==> src/rtl/uart_rx_byte_pkg.sv <==
// Shared definitions for the UART byte receiver: one-hot state encodings,
// default bit timing and frame width.
package uart_pkg;

   localparam int DEFAULT_CLKS_PER_BIT = 868;
   localparam int DATA_BITS            = 8;

   typedef enum logic [5:0] {
      IDLE   = 6'b000001,
      START  = 6'b000010,
      DATA   = 6'b000100,
      PARITY = 6'b001000,
      STOP   = 6'b010000,
      BREAK  = 6'b100000
   } rxState_t;

   // Even parity holds when the data bits plus the parity bit contain an even number of ones
   function automatic logic evenParityOk(input logic [DATA_BITS-1:0] data, input logic parityBit);
      return ~(^data ^ parityBit);
   endfunction

endpackage

==> src/rtl/uart_rx_byte_if.sv <==
// Byte-strobe bundle from the UART receiver to the character-input block;
// the receiver drives the master side.
interface uart_rx_byte_if;
   import uart_pkg::*;

   logic [DATA_BITS-1:0] RX_DATA;
   logic                 RX_VALID;
   logic                 FRAME_ERR;
   logic                 BUSY;

   modport master (output RX_DATA, output RX_VALID, output FRAME_ERR, output BUSY);
   modport slave  (input  RX_DATA, input  RX_VALID, input  FRAME_ERR, input  BUSY);

endinterface

==> src/rtl/uart_rx_byte_sync.sv <==
// Two-flop synchroniser for a single asynchronous pin; the reset value is a
// parameter so idle-high lines do not glitch low out of reset.
module sync_2ff #(
   parameter logic RESET_VAL = 1'b1
) (
   input  logic clock,
   input  logic reset,
   input  logic d_i,
   output logic q_o
);

   logic stage1_q;
   logic stage2_q;

   // Only stage2_q is safe to consume; stage1_q may be metastable
   always_ff @(posedge clock or posedge reset) begin
      if (reset) begin
         stage1_q <= RESET_VAL;
         stage2_q <= RESET_VAL;
      end else begin
         stage1_q <= d_i;
         stage2_q <= stage1_q;
      end
   end

   assign q_o = stage2_q;

endmodule

==> src/rtl/uart_rx_byte.sv <==
// 8N1 UART receiver, LSB first, producing one-cycle byte and framing-error strobes.
// Define UART_RX_PARITY_EN to add an even-parity bit between the data and stop bits.
module uart_rx_byte
   import uart_pkg::*;
#(
   parameter int CLKS_PER_BIT = DEFAULT_CLKS_PER_BIT,
   parameter int CNT_W        = $clog2(CLKS_PER_BIT)
) (
   input  logic           clock,
   input  logic           reset,
   input  logic           rx,
   uart_rx_byte_if.master rxIf
);

   localparam logic [CNT_W-1:0] HALF_LAST = CNT_W'(CLKS_PER_BIT / 2 - 1);
   localparam logic [CNT_W-1:0] BIT_LAST  = CNT_W'(CLKS_PER_BIT - 1);
   localparam logic [2:0]       LAST_IDX  = 3'(DATA_BITS - 1);

   logic                 rxSync;
   rxState_t             state_q;
   logic [CNT_W-1:0]     timer_q;
   logic [2:0]           bitIdx_q;
   logic [DATA_BITS-1:0] shift_q;
   logic [DATA_BITS-1:0] rxData_q;
   logic                 rxValid_q;
   logic                 frameErr_q;
`ifdef UART_RX_PARITY_EN
   logic                 parErr_q;
`endif

   sync_2ff #(.RESET_VAL(1'b1)) uRxSync (
      .clock (clock),
      .reset (reset),
      .d_i   (rx),
      .q_o   (rxSync)
   );

   // Frame FSM: bit timer restarts at each sample so every later sample lands mid-bit,
   // and both strobes default low so each lasts exactly one cycle
   always_ff @(posedge clock or posedge reset) begin
      if (reset) begin
         state_q    <= IDLE;
         timer_q    <= '0;
         bitIdx_q   <= '0;
         shift_q    <= '0;
         rxData_q   <= '0;
         rxValid_q  <= 1'b0;
         frameErr_q <= 1'b0;
`ifdef UART_RX_PARITY_EN
         parErr_q   <= 1'b0;
`endif
      end else begin
         rxValid_q  <= 1'b0;
         frameErr_q <= 1'b0;
         case (state_q)
            IDLE: begin
               timer_q <= '0;
               if (!rxSync) state_q <= START;
            end
            START: begin
               if (timer_q == HALF_LAST) begin
                  timer_q  <= '0;
                  bitIdx_q <= '0;
                  state_q  <= rxSync ? IDLE : DATA;
               end else begin
                  timer_q <= timer_q + CNT_W'(1);
               end
            end
            DATA: begin
               if (timer_q == BIT_LAST) begin
                  timer_q           <= '0;
                  shift_q[bitIdx_q] <= rxSync;
                  bitIdx_q          <= bitIdx_q + 3'd1;
                  if (bitIdx_q == LAST_IDX) begin
`ifdef UART_RX_PARITY_EN
                     state_q <= PARITY;
`else
                     state_q <= STOP;
`endif
                  end
               end else begin
                  timer_q <= timer_q + CNT_W'(1);
               end
            end
`ifdef UART_RX_PARITY_EN
            PARITY: begin
               if (timer_q == BIT_LAST) begin
                  timer_q  <= '0;
                  parErr_q <= ~evenParityOk(shift_q, rxSync);
                  state_q  <= STOP;
               end else begin
                  timer_q <= timer_q + CNT_W'(1);
               end
            end
`endif
            STOP: begin
               if (timer_q == BIT_LAST) begin
                  timer_q <= '0;
                  if (rxSync) begin
                     state_q <= IDLE;
`ifdef UART_RX_PARITY_EN
                     if (parErr_q) begin
                        frameErr_q <= 1'b1;
                     end else begin
                        rxData_q  <= shift_q;
                        rxValid_q <= 1'b1;
                     end
`else
                     rxData_q  <= shift_q;
                     rxValid_q <= 1'b1;
`endif
                  end else begin
                     frameErr_q <= 1'b1;
                     state_q    <= BREAK;
                  end
               end else begin
                  timer_q <= timer_q + CNT_W'(1);
               end
            end
            BREAK: begin
               timer_q <= '0;
               if (rxSync) state_q <= IDLE;
            end
            default: begin
               state_q <= IDLE;
               timer_q <= '0;
            end
         endcase
      end
   end

   assign rxIf.RX_DATA   = rxData_q;
   assign rxIf.RX_VALID  = rxValid_q;
   assign rxIf.FRAME_ERR = frameErr_q;
   assign rxIf.BUSY      = (state_q != IDLE);

endmodule

==> src/flat_wrapper.sv <==
// flat-port wrapper written by rule: the top's interface ports become plain ports
module uart_rx_byte_flat import uart_pkg::*;
#(
   parameter int CLKS_PER_BIT = DEFAULT_CLKS_PER_BIT,
   parameter int CNT_W        = $clog2(CLKS_PER_BIT)
)
  (clock, reset, rx, rxIf_RX_DATA, rxIf_RX_VALID, rxIf_FRAME_ERR, rxIf_BUSY);
  uart_rx_byte_if rxIf_i ();
  input  logic clock;
  input  logic reset;
  input  logic rx;
  output wire logic [$bits(rxIf_i.RX_DATA)-1:0] rxIf_RX_DATA;
  output wire logic [$bits(rxIf_i.RX_VALID)-1:0] rxIf_RX_VALID;
  output wire logic [$bits(rxIf_i.FRAME_ERR)-1:0] rxIf_FRAME_ERR;
  output wire logic [$bits(rxIf_i.BUSY)-1:0] rxIf_BUSY;
  assign rxIf_RX_DATA = rxIf_i.RX_DATA;
  assign rxIf_RX_VALID = rxIf_i.RX_VALID;
  assign rxIf_FRAME_ERR = rxIf_i.FRAME_ERR;
  assign rxIf_BUSY = rxIf_i.BUSY;
  uart_rx_byte #(.CLKS_PER_BIT(CLKS_PER_BIT), .CNT_W(CNT_W)) u_core (.clock(clock), .reset(reset), .rx(rx), .rxIf(rxIf_i));
endmodule
==> config.mk <==
export PLATFORM = sky130hd
export DESIGN_NAME = uart_rx_byte_flat
export DESIGN_NICKNAME = d
export VERILOG_FILES = /design/src/rtl/uart_rx_byte_pkg.sv /design/src/rtl/uart_rx_byte_if.sv /design/src/rtl/uart_rx_byte_sync.sv /design/src/rtl/uart_rx_byte.sv /design/src/flat_wrapper.sv
export SDC_FILE = /design/constraint.sdc
export NUM_CORES = 1
export LEC_CHECK = 0
export ABC_AREA = 1
export BUFFER_PORTS_ARGS = -buffer_cell sky130_fd_sc_hd__clkbuf_2
export CAP_MARGIN = 15
export CORE_MARGIN = 8
export CORE_UTILIZATION = 38
export DETAILED_ROUTE_END_ITERATION = 10
export PLACE_DENSITY = 0.57
export REMOVE_ABC_BUFFERS = 1
export SLEW_MARGIN = 20
export SYNTH_ARGS = -nofsm -noshare
export SYNTH_HDL_FRONTEND = slang
export SYNTH_SLANG_ARGS = --single-unit
export TNS_END_PERCENT = 100
==> constraint.sdc <==
create_clock -name clock -period 1.5 [get_ports clock]
set_input_delay 0.3 -clock clock [delete_from_list [all_inputs] [get_ports clock]]
set_output_delay 0.3 -clock clock [all_outputs]
set_load 0.005 [all_outputs]
==> metrics.cfg, run 1 <==
[timing]
final-setup-viol-count = 1
worst_slack_ps = -0.478
clock.fmax_mhz = 666
clock_skew_ps = 11.6
hold_viol = 0
drv_slew = 0
fin_crit_ps = 1500
relSlewSlack = 0.774
period_share = 1.00
worst_pin_slew_ps = 337
rsz0062_at_grt = yes
holdWs_ps = 42.2

[clock_network]
cts.reportedPaths.clkPinSlew_ps = 80
cts.sinks = 38
tritoncts = built
postCtsHoldBufs = 0
cts_buffers = 5
root_buffer = clkbuf_8
cts_buffer_depth = 2
cts_htree_levels = 2
insertion_delay_ps = 290

[critical_path]
r2r_setup_slack_ps = 30
crit_start = u_core.state_q[0]
r2r-start = u_core.timer_q[0]
cp.required_ps = 1200
crit_fanout = 4
worstSetupEndpointType = primary output
cp.arrival_ps = 1200
worstSetupPathType = reg -> out
reg2reg_depth = 9
worstReg2RegEnd = u_core.timer_q[7]
start_kind = register

[logic_synthesis]
synth_top_family_by_area = simple AND/OR/NAND/NOR gates
yosysSeqAreaShare = 0.474
synth_cells = 246
syn_area_mm2 = 0.00201
avgSynthCellArea_um2 = 8.19
yosys.area_share.adder = 0.0248
yosysWarnings = 0
yosys_register_bits = 38
yosys.area_share.simple = 0.384
synth_cell_types = 26
synth-xor-area-share = 0.0348
synth_mux_area_frac = 0
synth_compound_area_frac = 0.0118

[job]
drv_cap = 0

[pwr]
swShare = 0.351
power.density_mw_per_mm2 = 1190
p_seq_frac = 0.377
ir_drop_v = 0.000849
power.internal_uw = 2030
power_uw = 3130
pwr-share-clk = 0.215
p_sw_uw = 1100
p_comb_frac = 0.407
leakagePower_uw = 0.00140

[die]
die_area_mm2 = 0.00789
initial_core_util = 0.394
top_level_ports = 14
core-area_mm2 = 0.00511
die_height_um = 88.8
fp-row-count = 26
die_width_um = 88.8

[layout]
nFillCells = 496
multiInputGateArea_mm2 = 0.00107
area_growth_pct = 30.9
num_antenna_cells = 0
final_nets = 301
seq_area_um2 = 957
drive_gt1_frac = 0.346

[global_routing]
antenna_found_initial = 0
gr-total-overflow = 0
grt_use_total = 0.111
grt_max_degree = 39
grt_first_pass_wirelength_um = 6800
grt_pass1_vias = 1485

[drt]
antenna_left = 0
drt_iter0_drc = 93
wirelength_um = 4150
viasPerCell = 4.58
drcViolationCount = 0
vias = 1671
drt_pass1_iterations = 4
wire_per_inst_um = 11.4

[status]
status = finished with violations
violations = setup timing

[place]
dp_slack_ps = -55.3
gp_congestion = 0.797
dp_hpwl_um = 2730
numPortBuffers = 13

[hold_path]
hold_path_class = in -> async

## stage by stage
stage          utilization  cell area [um^2]  instances  TNS [ps]
2_1_floorplan            -              1990        242         0
3_3_place_gp         0.440              2250        338     -76.0
3_5_place_dp         0.440              2250        338      -717
4_1_cts              0.474              2420        353     -26.7
5_1_grt              0.516              2640        365     -1300
6_report             0.516              2640        365    -0.478
## power by group through the flow
stage | combinational (uW) | sequential (uW) | clock (uW)
3_3_place_gp | 817 | 1190 | 0
4_1_cts | 1060 | 1170 | 689
2_1_floorplan | 593 | 1180 | 0
6_report | 1270 | 1180 | 674
5_1_grt | 1410 | 1190 | 743
3_5_place_dp | 829 | 1190 | 0
## critical path, stage by stage (launching register included)
cell      delay (ps)
dfstp_2          590
nand3_2           90
nor2_4            90
inv_1             40
clkbuf_2         100
## Yosys cell counts, drive strengths merged
cell type | number | area share
a21oi | 1 | 0.0081
buf | 3 | 0.012
clkbuf | 1 | 0.0019
clkinv | 1 | 0.0019
dfrtp | 35 | 0.43
dfstp | 3 | 0.039
ha | 4 | 0.025
inv | 29 | 0.054
nand2 | 81 | 0.16
nand3 | 26 | 0.067
nand3b | 2 | 0.0075
nand4 | 13 | 0.043
nor2 | 36 | 0.10
nor3 | 2 | 0.0050
o21bai | 1 | 0.0037
xnor2 | 1 | 0.0043
xor2 | 7 | 0.030
## worst max-delay path by stage
stage | cells after the start | slack [ps] | end
2_1_floorplan | 8 | 110 | u_core.timer_q[9]
3_3_place_gp | 10 | -30 | u_core.bitIdx_q[2]
3_5_place_dp | 8 | -60 | u_core.timer_q[9]
4_1_cts | 4 | -20 | rxIf_BUSY
5_1_grt | 10 | -90 | u_core.shift_q[7]
6_report | 4 | -0.5 | rxIf_BUSY
## routing by layer
layer	part of all wire	GRT usage	vias up	wire length, um
met1	0.49	0.147	759	2050
met5	0	0	-	0
li1	-	-	875	-
met2	0.44	0.167	30	1850
met3	0.046	0.0279	7	190
met4	0.015	0.0461	0	61
## what timing repair did
item,CTS,global route
setup buffers,6,12
gates cloned,1,1
pin swaps,4,14
gates resized for setup,8,33
endpoints found under the setup margin,22,35
## layout by cell type (no fill, tap or decap), drive strengths merged, types with 2 or more instances in the layout
cell type / instances
nor2: 38
inv: 29
clkinv: 3
nand3b: 2
nand2: 81
clkbuf: 19
xor2: 7
buf: 30
nand4: 13
ha: 4
nor3: 2
dfrtp: 35
nand3: 26
dfstp: 3
## registers in the layout (all words and copies together), names as in the netlist
signal,count
u_core.uRxSync.stage1_q,1
u_core.rxIf.FRAME_ERR,1
u_core.timer_q,10
u_core.rxIf.RX_VALID,1
u_core.uRxSync.q_o,1
u_core.shift_q,8
u_core.state_q,5
u_core.bitIdx_q,3
u_core.rxIf.RX_DATA,8
## final cells by class
cell class	instances	area share
multi-input cells	176	0.405
inverters	30	0.0455
well taps	70	0.0332
flip-flops and latches	38	0.363
clock buffers	6	0.0275
repair buffers	43	0.122
clock inverters	2	0.00380
## logic make-up after synthesis
kind of cell	count (synthesis)
simple gates	160
flops	38
buf+inv	34
xor+xnor	8
fa+ha+maj	4
compound gates	2
Power figures use the tool's default switching activity.
==> run 2, diff against run 1 <==
==> constraint.sdc (replaced) <==
create_clock -name clock -period 1.5 [get_ports clock]
set_input_delay 0.15 -clock clock [delete_from_list [all_inputs] [get_ports clock]]
set_output_delay 0.15 -clock clock [all_outputs]
set_load 0.005 [all_outputs]
==> metrics.cfg, run 2 (synthesis gave the netlist of run 1 again) <==
[global_routing]
grt_first_pass_wirelength_um = 7250
grt_pass1_vias = 1650
antenna_found_initial = 0
grt_use_total = 0.117
grt_max_degree = 39
gr-total-overflow = 0

[critical_path]
r2r-start = u_core.timer_q[1]
crit_start = u_core.timer_q[1]
cp.arrival_ps = 1720
cpMostUsedCell = nor2_1
start_kind = register
r2r_setup_slack_ps = -40
cp.required_ps = 1680
crit_fanout = 5
reg2reg_depth = 9
worstSetupEndpointType = register
worstReg2RegEnd = u_core.timer_q[6]
max_stage_delay_ps = 430
worstSetupPathType = reg -> reg
path_cells = inv_1, ha_2, nand2_1, nor2_1, nand3_1, nand2_2, nand2_4, a21oi_4, nor2_1
cp_slowest_cell = dfrtp_1

[layout]
final_common_cell = nand2_1
num_antenna_cells = 0
final_cell_mix = nand2_1, dfrtp_1, buf_4, nor2_1, nand3_1
seq_area_um2 = 957
regMostFlops = u_core.timer_q
multiInputGateArea_mm2 = 0.00104
largest_reg_flops = 10
fin_area_mm2 = 0.00262
drive_gt1_frac = 0.316
final_nets = 303
nFillCells = 499
final_util = 0.512
area_growth_pct = 29.9

[drt]
drcViolationCount = 0
viasPerCell = 4.69
drt_pass1_iterations = 5
vias = 1723
wire_per_inst_um = 12.6
wirelength_um = 4610
antenna_left = 0
drt_iter0_drc = 101

[timing]
clock_skew_ps = 8.70
holdWs_ps = 360
worst_slack_ps = -39.2
clock.fmax_mhz = 650
rsz0062_at_grt = yes
final-setup-viol-count = 14
period_share = 1.03
drv_slew = 0
setup-tns-final_ps = -407
hold_viol = 0
relSlewSlack = 0.681
fin_crit_ps = 1540
worst_pin_slew_ps = 479

[clock_network]
cts_htree_levels = 2
cts.reportedPaths.clkPinSlew_ps = 80
root_buffer = clkbuf_8
tritoncts = built
cts_buffers = 5
cts_buffer_depth = 2
insertion_delay_ps = 300
cts.sinks = 38

[pwr]
leakagePower_uw = 0.00137
p_sw_uw = 1120
pwr-share-clk = 0.278
p_seq_frac = 0.371
p_comb_frac = 0.351
ir_drop_v = 0.000752
power.density_mw_per_mm2 = 1210
swShare = 0.355
power.internal_uw = 2040

[place]
dp_hpwl_um = 2840
numPortBuffers = 13
gp_congestion = 0.813
placedInstanceArea_mm2 = 0.00224

[hold_path]
hold_depth = 0
holdCritStartpoint = u_core.uRxSync.stage1_q
min_to = u_core.uRxSync.q_o
hold_path_class = reg -> reg

[die]
fp-row-count = 26
initial_core_util = 0.394
die_height_um = 88.8
core-area_mm2 = 0.00511
top_level_ports = 14
die_width_um = 88.8
die_area_mm2 = 0.00789

[status]
status = finished with violations
violations = setup timing

[job]
drv_cap = 0

## run 2: cell types whose count changed in the layout (fill, tap and decap cells not counted), sizes merged
cell         delta
a21oi           +1
buf             -1
bufinv          +1
clkbuf          -1
clkinv          -2
clkinvlp        +2
dlygate4sd3     +2
## run 2: power by group through the flow
stage | clock (uW) | combinational (uW) | sequential (uW)
finish | 880 | 1110 | 1170
CTS | 909 | 823 | 1160
global placement | 0 | 796 | 1180
detailed placement | 0 | 799 | 1190
floorplan | 0 | 593 | 1180
global route | 949 | 1220 | 1180
## run 2: worst max path at each step
| stage | end | slack [ps] | cells after the start |
|---|---|---|---|
| global route | u_core.timer_q[6] | -130 | 9 |
| finish | u_core.timer_q[6] | -40 | 9 |
| floorplan | u_core.timer_q[9] | 110 | 8 |
| CTS | u_core.rxIf.RX_DATA[2] | -20 | 7 |
| detailed placement | u_core.rxIf.RX_DATA[2] | -60 | 7 |
| global placement | u_core.rxIf.RX_DATA[7] | -9 | 7 |
## run 2: per-stage QoR
stage,setup WS [ps],total power (uW),cells
6_report,-39.2,3170,367
5_1_grt,-133,3350,367
4_1_cts,-22.3,2900,350
3_5_place_dp,-59.1,1980,338
3_3_place_gp,-8.74,1980,338
2_1_floorplan,112,1770,242
## run 2: area by class of cell
class / instances / share of cell area
Sequential cell: 38 / 0.366
Multi-Input combinational cell: 177 / 0.396
Timing Repair Buffer: 44 / 0.116
Clock inverter: 3 / 0.0172
Tap cell: 70 / 0.0335
Inverter: 30 / 0.0459
Clock buffer: 5 / 0.0263
## run 2: timing repair
action | 4_1_cts | 5_1_grt
resized for setup | 3 | 25
gates cloned | 1 | 2
setup endpoints to repair | 23 | 36
hold endpoints to repair | 36 | 0
hold buffers | 2 | 0
pin swaps | 3 | 16
setup buffers | 1 | 15
## run 2: worst max-delay path, delay by kind of cell (launching register included)
family | cells | cell delay [ps]
compound gates | 1 | 210
fa+ha+maj | 1 | 160
buf+inv | 1 | 80
flops | 1 | 430
simple gates | 6 | 540
## run 2: metal layers
layer  up-vias  global-route usage  wire [um]
met5         -                   0          0
met4         0              0.0384         38
met3         4              0.0316        197
met2        33               0.187       2220
met1       809               0.147       2160
li1        877                   -          -
